$ cat config.mk
export PLATFORM = sky130hd
export DESIGN_NAME = reg_scoreboard
export DESIGN_NICKNAME = d
export VERILOG_FILES = /design/src/rtl/reg_scoreboard.sv
export SDC_FILE = /design/constraint.sdc
export NUM_CORES = 1
export LEC_CHECK = 0
export BUFFER_PORTS_ARGS = -buffer_cell sky130_fd_sc_hd__clkbuf_2
export CAP_MARGIN = 20
export CORE_UTILIZATION = 50
export DETAILED_ROUTE_END_ITERATION = 6
export PLACE_DENSITY = 0.85
export RECOVER_POWER = 25
export SLEW_MARGIN = 5
export SYNTH_ARGS = -nofsm -noshare
export SYNTH_HDL_FRONTEND = slang
export SYNTH_SLANG_ARGS = --single-unit
$ cat constraint.sdc
create_clock -name clk -period 6.35 [get_ports clk]
set_clock_uncertainty 0.1 [all_clocks]
set_input_delay 0.3175 -clock clk [delete_from_list [all_inputs] [get_ports clk]]
set_output_delay 0.3175 -clock clk [all_outputs]
set_load 0.005 [all_outputs]
$ cat src/rtl/reg_scoreboard.sv
// ---------------------------------------------------------------------------
// reg_scoreboard
//
// Pending-write tracker for the ID stage of the 16-bit pipelined TSC core.
// Each architectural register has a small counter of in-flight writes
// (issued past ID, not yet written back by WB). A decoding instruction
// stalls when a source register still has a write outstanding that the WB
// write-through cannot cover this cycle. It also stalls when its destination
// already has the maximum number of in-flight writes.
//
// Ports
//   clk            clock
//   reset_n        asynchronous reset, ACTIVE-HIGH (the name is historical)
//   issue_valid    ID has an instruction requesting issue
//   issue_we       issuing instruction writes a register
//   issue_dest     destination register of the issuing instruction
//   src1_used/addr rs read enable / address
//   src2_used/addr rt read enable / address
//   retire_valid   WB register-file write enable
//   retire_dest    WB register-file write address
//   stall          ID must hold (combinational)
//   issue_accept   issue_valid & ~stall (combinational)
//   pending        bit i set while register i has an outstanding write
//   inflight       total outstanding writes over all registers
//   err_underflow  sticky: retire seen for a register with nothing pending
//   err_overflow   sticky: increment attempted on a full counter
// ---------------------------------------------------------------------------

// Per-register pending counter. This is one lane of the scoreboard.
module reg_sb_cnt #(
    parameter int CNT_W    = 2,
    parameter int MAX_PEND = 3
) (
    input  logic             clk,
    input  logic             reset_n,
    input  logic             inc_i,      // accepted write issued to this reg
    input  logic             dec_req_i,  // WB writes this reg this cycle
    output logic [CNT_W-1:0] cnt_o,
    output logic             inc_eff_o,  // increment actually applied
    output logic             dec_eff_o,  // decrement actually applied
    output logic             ovf_o,      // increment dropped at saturation
    output logic             unf_o       // retire with nothing pending
);
    localparam logic [CNT_W-1:0] MAX_C = CNT_W'(MAX_PEND);

    logic [CNT_W-1:0] cnt_q, cnt_d;

    always_comb begin
        dec_eff_o = dec_req_i & (cnt_q != '0);
        unf_o     = dec_req_i & (cnt_q == '0);
        // A full counter may still take an increment if a retire to the same
        // register lands in the same cycle; only a lone increment saturates.
        ovf_o     = inc_i & ~dec_eff_o & (cnt_q == MAX_C);
        inc_eff_o = inc_i & ~ovf_o;
        cnt_d     = cnt_q;
        if (inc_eff_o && !dec_eff_o)
            cnt_d = cnt_q + CNT_W'(1);
        else if (dec_eff_o && !inc_eff_o)
            cnt_d = cnt_q - CNT_W'(1);
    end

    always_ff @(posedge clk or posedge reset_n) begin
        if (reset_n)
            cnt_q <= '0;
        else
            cnt_q <= cnt_d;
    end

    assign cnt_o = cnt_q;
endmodule

module reg_scoreboard #(
    parameter int NUM_REGS = 4,
    parameter int ADDR_W   = 2,
    parameter int CNT_W    = 2,
    parameter int MAX_PEND = 3
) (
    input  logic              clk,
    input  logic              reset_n,
    input  logic              issue_valid,
    input  logic              issue_we,
    input  logic [ADDR_W-1:0] issue_dest,
    input  logic              src1_used,
    input  logic [ADDR_W-1:0] src1_addr,
    input  logic              src2_used,
    input  logic [ADDR_W-1:0] src2_addr,
    input  logic              retire_valid,
    input  logic [ADDR_W-1:0] retire_dest,
    output logic              stall,
    output logic              issue_accept,
    output logic [NUM_REGS-1:0] pending,
    output logic [CNT_W+1:0]  inflight,
    output logic              err_underflow,
    output logic              err_overflow
);
    localparam int          IF_W  = CNT_W + 2;
    localparam logic [CNT_W-1:0] MAX_C = CNT_W'(MAX_PEND);
    localparam logic [CNT_W-1:0] ONE_C = CNT_W'(1);

    logic [NUM_REGS-1:0][CNT_W-1:0] cnt;
    logic [NUM_REGS-1:0] inc, ret_hit, inc_eff, dec_eff, ovf, unf;

    // ---------------- per-register counters ----------------
    for (genvar i = 0; i < NUM_REGS; i++) begin : g_reg
        assign inc[i]     = issue_accept & issue_we & (issue_dest == ADDR_W'(i));
        assign ret_hit[i] = retire_valid & (retire_dest == ADDR_W'(i));
        assign pending[i] = |cnt[i];

        reg_sb_cnt #(
            .CNT_W    (CNT_W),
            .MAX_PEND (MAX_PEND)
        ) u_cnt (
            .clk       (clk),
            .reset_n   (reset_n),
            .inc_i     (inc[i]),
            .dec_req_i (ret_hit[i]),
            .cnt_o     (cnt[i]),
            .inc_eff_o (inc_eff[i]),
            .dec_eff_o (dec_eff[i]),
            .ovf_o     (ovf[i]),
            .unf_o     (unf[i])
        );
    end

    // ---------------- hazard detection ----------------
    logic [CNT_W-1:0] src1_cnt, src2_cnt, dest_cnt;
    logic             src1_byp, src2_byp, src1_haz, src2_haz, struct_haz;

    assign src1_cnt = cnt[src1_addr];
    assign src2_cnt = cnt[src2_addr];
    assign dest_cnt = cnt[issue_dest];

    // The register file forwards WB data in the same cycle. That covers the
    // source only when this retire is the last outstanding write to it.
    assign src1_byp = retire_valid & (retire_dest == src1_addr) & (src1_cnt == ONE_C);
    assign src2_byp = retire_valid & (retire_dest == src2_addr) & (src2_cnt == ONE_C);

    assign src1_haz = src1_used & (src1_cnt != '0) & ~src1_byp;
    assign src2_haz = src2_used & (src2_cnt != '0) & ~src2_byp;

    // A full destination frees a slot if WB retires into it this cycle.
    assign struct_haz = issue_we & (dest_cnt == MAX_C) &
                        ~(retire_valid & (retire_dest == issue_dest));

    assign stall        = issue_valid & (src1_haz | src2_haz | struct_haz);
    assign issue_accept = issue_valid & ~stall;

    // ---------------- totals and error flags ----------------
    logic [IF_W-1:0] inflight_q, inflight_d;
    logic            unf_q, ovf_q;

    // At most one increment and one decrement can occur per cycle. Using the
    // applied events keeps inflight equal to the sum of the counters.
    assign inflight_d = inflight_q + IF_W'(|inc_eff) - IF_W'(|dec_eff);

    always_ff @(posedge clk or posedge reset_n) begin
        if (reset_n) begin
            inflight_q <= '0;
            unf_q      <= 1'b0;
            ovf_q      <= 1'b0;
        end else begin
            inflight_q <= inflight_d;
            unf_q      <= unf_q | (|unf);
            ovf_q      <= ovf_q | (|ovf);
        end
    end

    assign inflight      = inflight_q;
    assign err_underflow = unf_q;
    assign err_overflow  = ovf_q;
endmodule

Word level (Yosys, flattened, before mapping)
Index checks and enable logic that the tools add are counted.
{"block": "classes", "mux": 14, "n_reduce_logical": 40, "n_bitwise": 58, "add_sub_neg": 10, "order_cmp": 3, "eq_ne": 16}
{"operator": "$and A1 B1 Y1", "n": 42}
{"operator": "$mux W2", "n": 11}
{"operator": "$reduce_bool A2 Y1", "n": 10}
{"operator": "$eq A2 B2 Y1 const B", "n": 9}
{"operator": "$reduce_or A4 Y1", "n": 4}
{"operator": "$bmux W2 S2", "n": 3}
{"operator": "$logic_not A2 Y1", "n": 6}
{"operator": "$not A1 Y1", "n": 12}
{"operator": "$lt A2 B3 Y1 const B", "n": 3}
{"operator": "$add A2 B1 Y2 const B", "n": 4}
{"operator": "$eq A2 B1 Y1 const B", "n": 4}
{"operator": "$logic_and A1 B1 Y1", "n": 8}
{"operator": "$logic_not A1 Y1", "n": 8}
{"operator": "$reduce_or A2 Y1", "n": 4}
{"operator": "$sub A2 B1 Y2 const B", "n": 4}
{"operator": "$eq A2 B2 Y1", "n": 3}
{"operator": "$add A4 B1 Y4", "n": 1}
{"operator": "$or A1 B1 Y1", "n": 4}
{"operator": "$sub A4 B1 Y4", "n": 1}
{"block": "totals", "register_bits": 14, "input_bits": 15}

Longest topological paths before layout
{"block": "logic_depth", "ltp_word": 21, "depth_mapped": 12, "mapped_depth_nobuf": 11}

Hierarchy
A second synthesis with hierarchy kept.
{"block": "unflattened", "cells_unflattened": 134, "hier_area_um2": 1302.5}
{"mod": "reg_scoreboard", "n_inst": 1, "area_per_inst_um2": 777.0, "seq_area_each_um2": 150.1, "cells_each": 78}
{"mod": "reg_sb_cnt", "n_inst": 4, "area_per_inst_um2": 131.4, "seq_area_each_um2": 50.0, "cells_each": 14}

Least setup slack after synthesis
OpenSTA, ideal clock, no wires.
{"block": "synth_path", "kind": "register to register", "startpoint": "reg g_reg[3].u_cnt.cnt_q[0]", "endpoint": "reg inflight_q[2], in the netlist inflight[2]", "t_arrival_ns": 2.525, "setup_slack_ns": 3.602, "t_required_ns": 6.127, "path_buffers": 0, "path_stages_with_launch": 12, "path_cell_list": "dfrtp_1 -> mux4_2 -> o31a_2 -> o21ai_4 -> o211ai_4 -> or2_1 -> ha_1 -> inv_1 -> ha_1 -> inv_1 -> fa_1 -> xnor2_1"}
{"block": "synth_between", "elab_chain_len": 20, "word_cells_on_any_way": 55}
{"item": "from (decl)", "line_no": "46", "text": "logic [CNT_W-1:0] cnt_q, cnt_d;"}
{"item": "from (signal assigned)", "line_no": "66", "text": "cnt_q <= cnt_d;"}
{"item": "$bmux W2 S2, on equally long branches", "line_no": "129, 130"}
{"item": "$mux W2, on equally long branches", "line_no": "129, 130"}
{"item": "$eq A2 B1 Y1, on equally long branches", "line_no": "135, 136"}
{"item": "$and A1 B1 Y1, on equally long branches", "line_no": "135, 136"}
{"item": "$not A1 Y1, on equally long branches", "line_no": "138, 139"}
{"item": "$and A1 B1 Y1, on equally long branches", "line_no": "138, 139"}
{"item": "$or A1 B1 Y1 (2 in a row)", "line_no": "145", "text": "assign stall = issue_valid & (src1_haz | src2_haz | struct_haz);"}
{"item": "$and A1 B1 Y1", "line_no": "145"}
{"item": "(+2 left out)"}
{"item": "$and A1 B1 Y1 (2 in a row)", "line_no": "105", "text": "assign inc[i] = issue_accept & issue_we & (issue_dest == ADDR_W'(i));"}
{"item": "$and A1 B1 Y1 (2 in a row)", "line_no": "53", "text": "ovf_o = inc_i & ~dec_eff_o & (cnt_q == MAX_C);"}
{"item": "$not A1 Y1", "line_no": "54", "text": "inc_eff_o = inc_i & ~ovf_o;"}
{"item": "$and A1 B1 Y1", "line_no": "54"}
{"item": "$reduce_or A4 Y1", "line_no": "154", "text": "assign inflight_d = inflight_q + IF_W'(|inc_eff) - IF_W'(|dec_eff);"}
{"item": "$add A4 B1 Y4", "line_no": "154"}
{"item": "$sub A4 B1 Y4 (*)", "line_no": "154"}
{"item": "named net inflight_d[2]", "line_no": "149", "text": "logic [IF_W-1:0] inflight_q, inflight_d;"}
{"item": "to (signal assigned)", "line_no": "162", "text": "inflight_q <= inflight_d;"}
{"item": "to (decl)", "line_no": "149"}
The timed path passes the listed nets; every way through them passes the cells marked *. The select of a mux whose other input is x is not followed.
A chain may end at the register's enable or synchronous reset.

Worst setup path after layout
{"block": "layout_path", "startpoint": "reg g_reg[2].u_cnt.cnt_q[0]", "endpoint": "reg inflight_q[1], in the netlist inflight[1]"}
{"block": "layout_between", "elab_chain_len": 20, "word_cells_on_any_way": 55}
{"item": "from (decl)", "line_no": "46"}
{"item": "from (signal assigned)", "line_no": "66"}
{"item": "$bmux W2 S2, on equally long branches", "line_no": "129, 130"}
{"item": "$mux W2, on equally long branches", "line_no": "129, 130"}
{"item": "$eq A2 B1 Y1, on equally long branches", "line_no": "135, 136"}
{"item": "$and A1 B1 Y1, on equally long branches", "line_no": "135, 136"}
{"item": "$not A1 Y1, on equally long branches", "line_no": "138, 139"}
{"item": "$and A1 B1 Y1, on equally long branches", "line_no": "138, 139"}
{"item": "$or A1 B1 Y1 (2 in a row)", "line_no": "145"}
{"item": "$and A1 B1 Y1", "line_no": "145"}
{"item": "(+2 left out)"}
{"item": "$and A1 B1 Y1 (2 in a row)", "line_no": "105"}
{"item": "$and A1 B1 Y1 (2 in a row)", "line_no": "53"}
{"item": "$not A1 Y1", "line_no": "54"}
{"item": "$and A1 B1 Y1", "line_no": "54"}
{"item": "$reduce_or A4 Y1", "line_no": "154"}
{"item": "$add A4 B1 Y4", "line_no": "154"}
{"item": "$sub A4 B1 Y4 (*)", "line_no": "154"}
{"item": "named net inflight_d[1]", "line_no": "149"}
Marked as above.

==> impl_metrics.csv <==
group,metric,value,unit
setup_path,critPathMaxStageDelay,0.49,ns
final_layout,antennaDiodeCount,0,
power,p_leak,0.608,nW
place,place_congestion,0.912,
synthesis,yosys_most_used_dff,"dfrtp_1",
final_layout,final_common_cell,"clkbuf_2",
status,status,"completed",
place,dp_cells,153,
final_layout,mostFrequentLayoutCells,"26 x clkbuf_2, 14 x dfrtp_1, 10 x xnor2_1, 10 x xor2_1, 9 x inv_1",
clocking,cts_made_buffers,3,
final_layout,layout-drive-gt1-share,30.8,%
worst_hold_path,hold_depth,3,
routing,drtIter0Drc,13,
global_route,antenna_found_initial,0,
place,place_hpwl,1720,um
sta,maxSlewViolCount,0,
power,peakVddDrop,334,uV
clocking,htreeDepth,1,
routing,vias,862,
synthesis,synth-seq-area-share,31.0,%
synthesis,ys_warn_count,0,
synthesis,syn_nets,127,
synthesis,synth_area_leader_cell,"dfrtp_1",
synthesis,synth_fa_ha_area_share,10.6,%
global_route,grt_util_met3,4.01,%
synthesis,synth_edf_count,0,
sta,rsz0062_at_grt,"no",
synthesis,synth.mux.area_fraction,11.0,%
setup_path,worst-setup-path-type,"reg2reg",
setup_path,crit_chain,"mux4_2 > o31a_2 > o21ai_4 > o211ai_4 > or2_1 > ha_1 > inv_1 > ha_1 > inv_1 > fa_1 > inv_1",
floorplan,die_h,49.5,um
power,power_density,386,nW/um^2
place,io_buffers,26,
synthesis,synth.avg_cell_area,11.0,um^2
sta,min_period,2.95,ns
setup_path,end_kind,"flip-flop",
setup_path,worstPathArrival,3.02,ns
run,maxCapViolCount,0,
final_layout,stdcell_count,157,
global_route,grt_use_total,19.9,%
synthesis,synth_compound_area_share,9.75,%
floorplan,die_area,2450,um^2
global_route,gr-usage-met1,25.5,%
floorplan,rows,16,
clocking,clkSinkCount,14,
worst_hold_path,hold_path.class,"in2reg",
floorplan,io_pins,27,
synthesis,async_reset_ff_share,100,%
sta,worst_pin_slew,0.513,ns
setup_path,cp_max_fo,6,
synthesis,yosys.area_share.simple,16.8,%
floorplan,die_w,49.5,um
global_route,grt_pass1_wl,3750,um
global_route,grt-ovfl-total,0,
floorplan,coreArea,2040,um^2
place,dp_slack,3.40,ns
global_route,grt_max_degree,15,
setup_path,cp_common_cell,"inv_1",
routing,firstDrtPassIters,4,
setup_path,crit_required,6.42,ns
clocking,root_buffer,"clkbuf_4",
sta,layout_setup_ws,3.40,ns
synthesis,ys_seq_elements,14,
final_layout,syn_to_final_growth,15.1,%
global_route,grt_util_met2,34.2,%
sta,finalSetupViolations,0,
sta,setup_tns,0,ns
setup_path,reg2reg_depth,11,
clocking,cts_tree,"yes",
clocking,ctsLongestPathBuffers,2,
final_layout,nNetsFinal,156,
routing,vias_per_cell,5.49,
routing,ant_nets,0,
global_route,gr-max-usage-layer,"met2",
synthesis,synthXorXnorAreaFrac,15.5,%
sta,slew_headroom,65.8,%
sta,hold_violations,0,
floorplan,start_util,55.3,%
clocking,clk_latency,0.27,ns
routing,drc,0,
sta,finalCritPeriodShare,46.5,%
synthesis,synth_top_family_by_area,"simple AND/OR/NAND/NOR gates",
synthesis,netlist_instances,103,
synthesis,syn_area,1130,um^2
setup_path,critical_path.slowest_cell,"mux4_2",
synthesis,ys_top_cells_by_area,"dfrtp_1 31%, ha_1 8.9%, xnor2_1 7.8%",
clocking,clk_pin_slew,0.08,ns
setup_path,critPathLaunchType,"flip-flop",
routing,wl,2100,um
routing,wire_per_inst,13.4,um
synthesis,synth.top_cell.area_share,31.0,%
sta,clock.fmax,339,MHz
global_route,grt_pass1_vias,875,
synthesis,ys_types,34,
-- routing by layer --
layer	up-vias	routed length, um
met5	-	0
met4	0	12
met3	2	83
met2	21	1030
met1	417	979
li1	422	-
-- cell usage after synthesis (2+ instances only) --
| master | instances |
|---|---|
| and2_1 | 2 |
| nand3_1 | 5 |
| inv_1 | 9 |
| nor2_1 | 4 |
| dfrtp_1 | 14 |
| mux4_2 | 2 |
| nand3b_1 | 3 |
| o21a_1 | 2 |
| a21oi_1 | 4 |
| or2_2 | 4 |
| xor2_1 | 10 |
| mux4_1 | 3 |
| buf_6 | 2 |
| xnor2_1 | 10 |
| nand4_1 | 3 |
| ha_1 | 8 |
-- layout make-up --
cell class,count,area [um^2]
well taps,27,33.8
multi-input cells,77,719
inverters,9,33.8
clock buffers,3,22.5
repair buffers,27,140
fillers,178,742
flip-flops and latches,14,350
-- registers in the layout, indices dropped and copies added, names as in the netlist --
register       cells
g.u_cnt.cnt_o      8
inflight           4
err_overflow       1
err_underflow      1
-- what timing repair did --
item,CTS,global route
endpoints found under the hold margin,14,0
hold buffers,1,0
resized for setup,0,0
setup buffers,0,0
-- cell families (layout without fill, tap and decap cells) --
kind of cell             count (synthesis)  in the layout
buffers and inverters                   12             39
AO/OA/AOI/OAI                           13             13
multiplexers                             5              5
flip-flops                              14             14
adder cells (fa/ha/maj)                  9              9
XOR/XNOR                                20             20
AND/OR/NAND/NOR                         30             30
-- final timing paths --
check,endpoint,slack [ns],startpoint
setup / recovery,inflight[1]$_DFF_PP0_,3.40,g_reg[2].u_cnt.cnt_o[0]$_DFFE_PP0P_
hold / removal,err_underflow$_DFF_PP0_,0.25,retire_valid
setup reg to reg,inflight[1]$_DFF_PP0_,3.40,g_reg[2].u_cnt.cnt_o[0]$_DFFE_PP0P_
hold reg to reg,err_overflow$_DFF_PP0_,0.29,err_overflow$_DFF_PP0_
max in group asynchronous,inflight[1]$_DFF_PP0_,5.30,reset_n
min in group asynchronous,inflight[2]$_DFF_PP0_,0.51,reset_n
-- stage by stage --
step / hold WS (ns) / power [mW] / instance area [um^2] / utilization (%)
finish: 0.247 / 0.502 / 1300 / 63.7
global placement: 0.245 / 0.449 / 1270 / 62.1
global route: 0.249 / 0.554 / 1300 / 63.7
CTS: 0.249 / 0.508 / 1300 / 63.7
floorplan: 0.107 / 0.375 / 1130 / -
detailed placement: 0.262 / 0.457 / 1270 / 62.1
-- worst max-delay path, delay by kind of cell (launching register included) --
kind            cells  cell delay [ns]
simple gates        1             0.26
mux                 1             0.49
buf+inv             3             0.15
flops               1             0.46
compound gates      3             0.46
fa+ha+maj           3             0.91
-- report_power, final --
group	internal (mW)	total (mW)	switching (mW)
Combinational	0.147	0.269	0.122
Clock	0.0219	0.0470	0.0250
Sequential	0.132	0.187	0.0548
Total	0.301	0.502	0.201
Note: power is estimated with default switching activity, not from simulation.
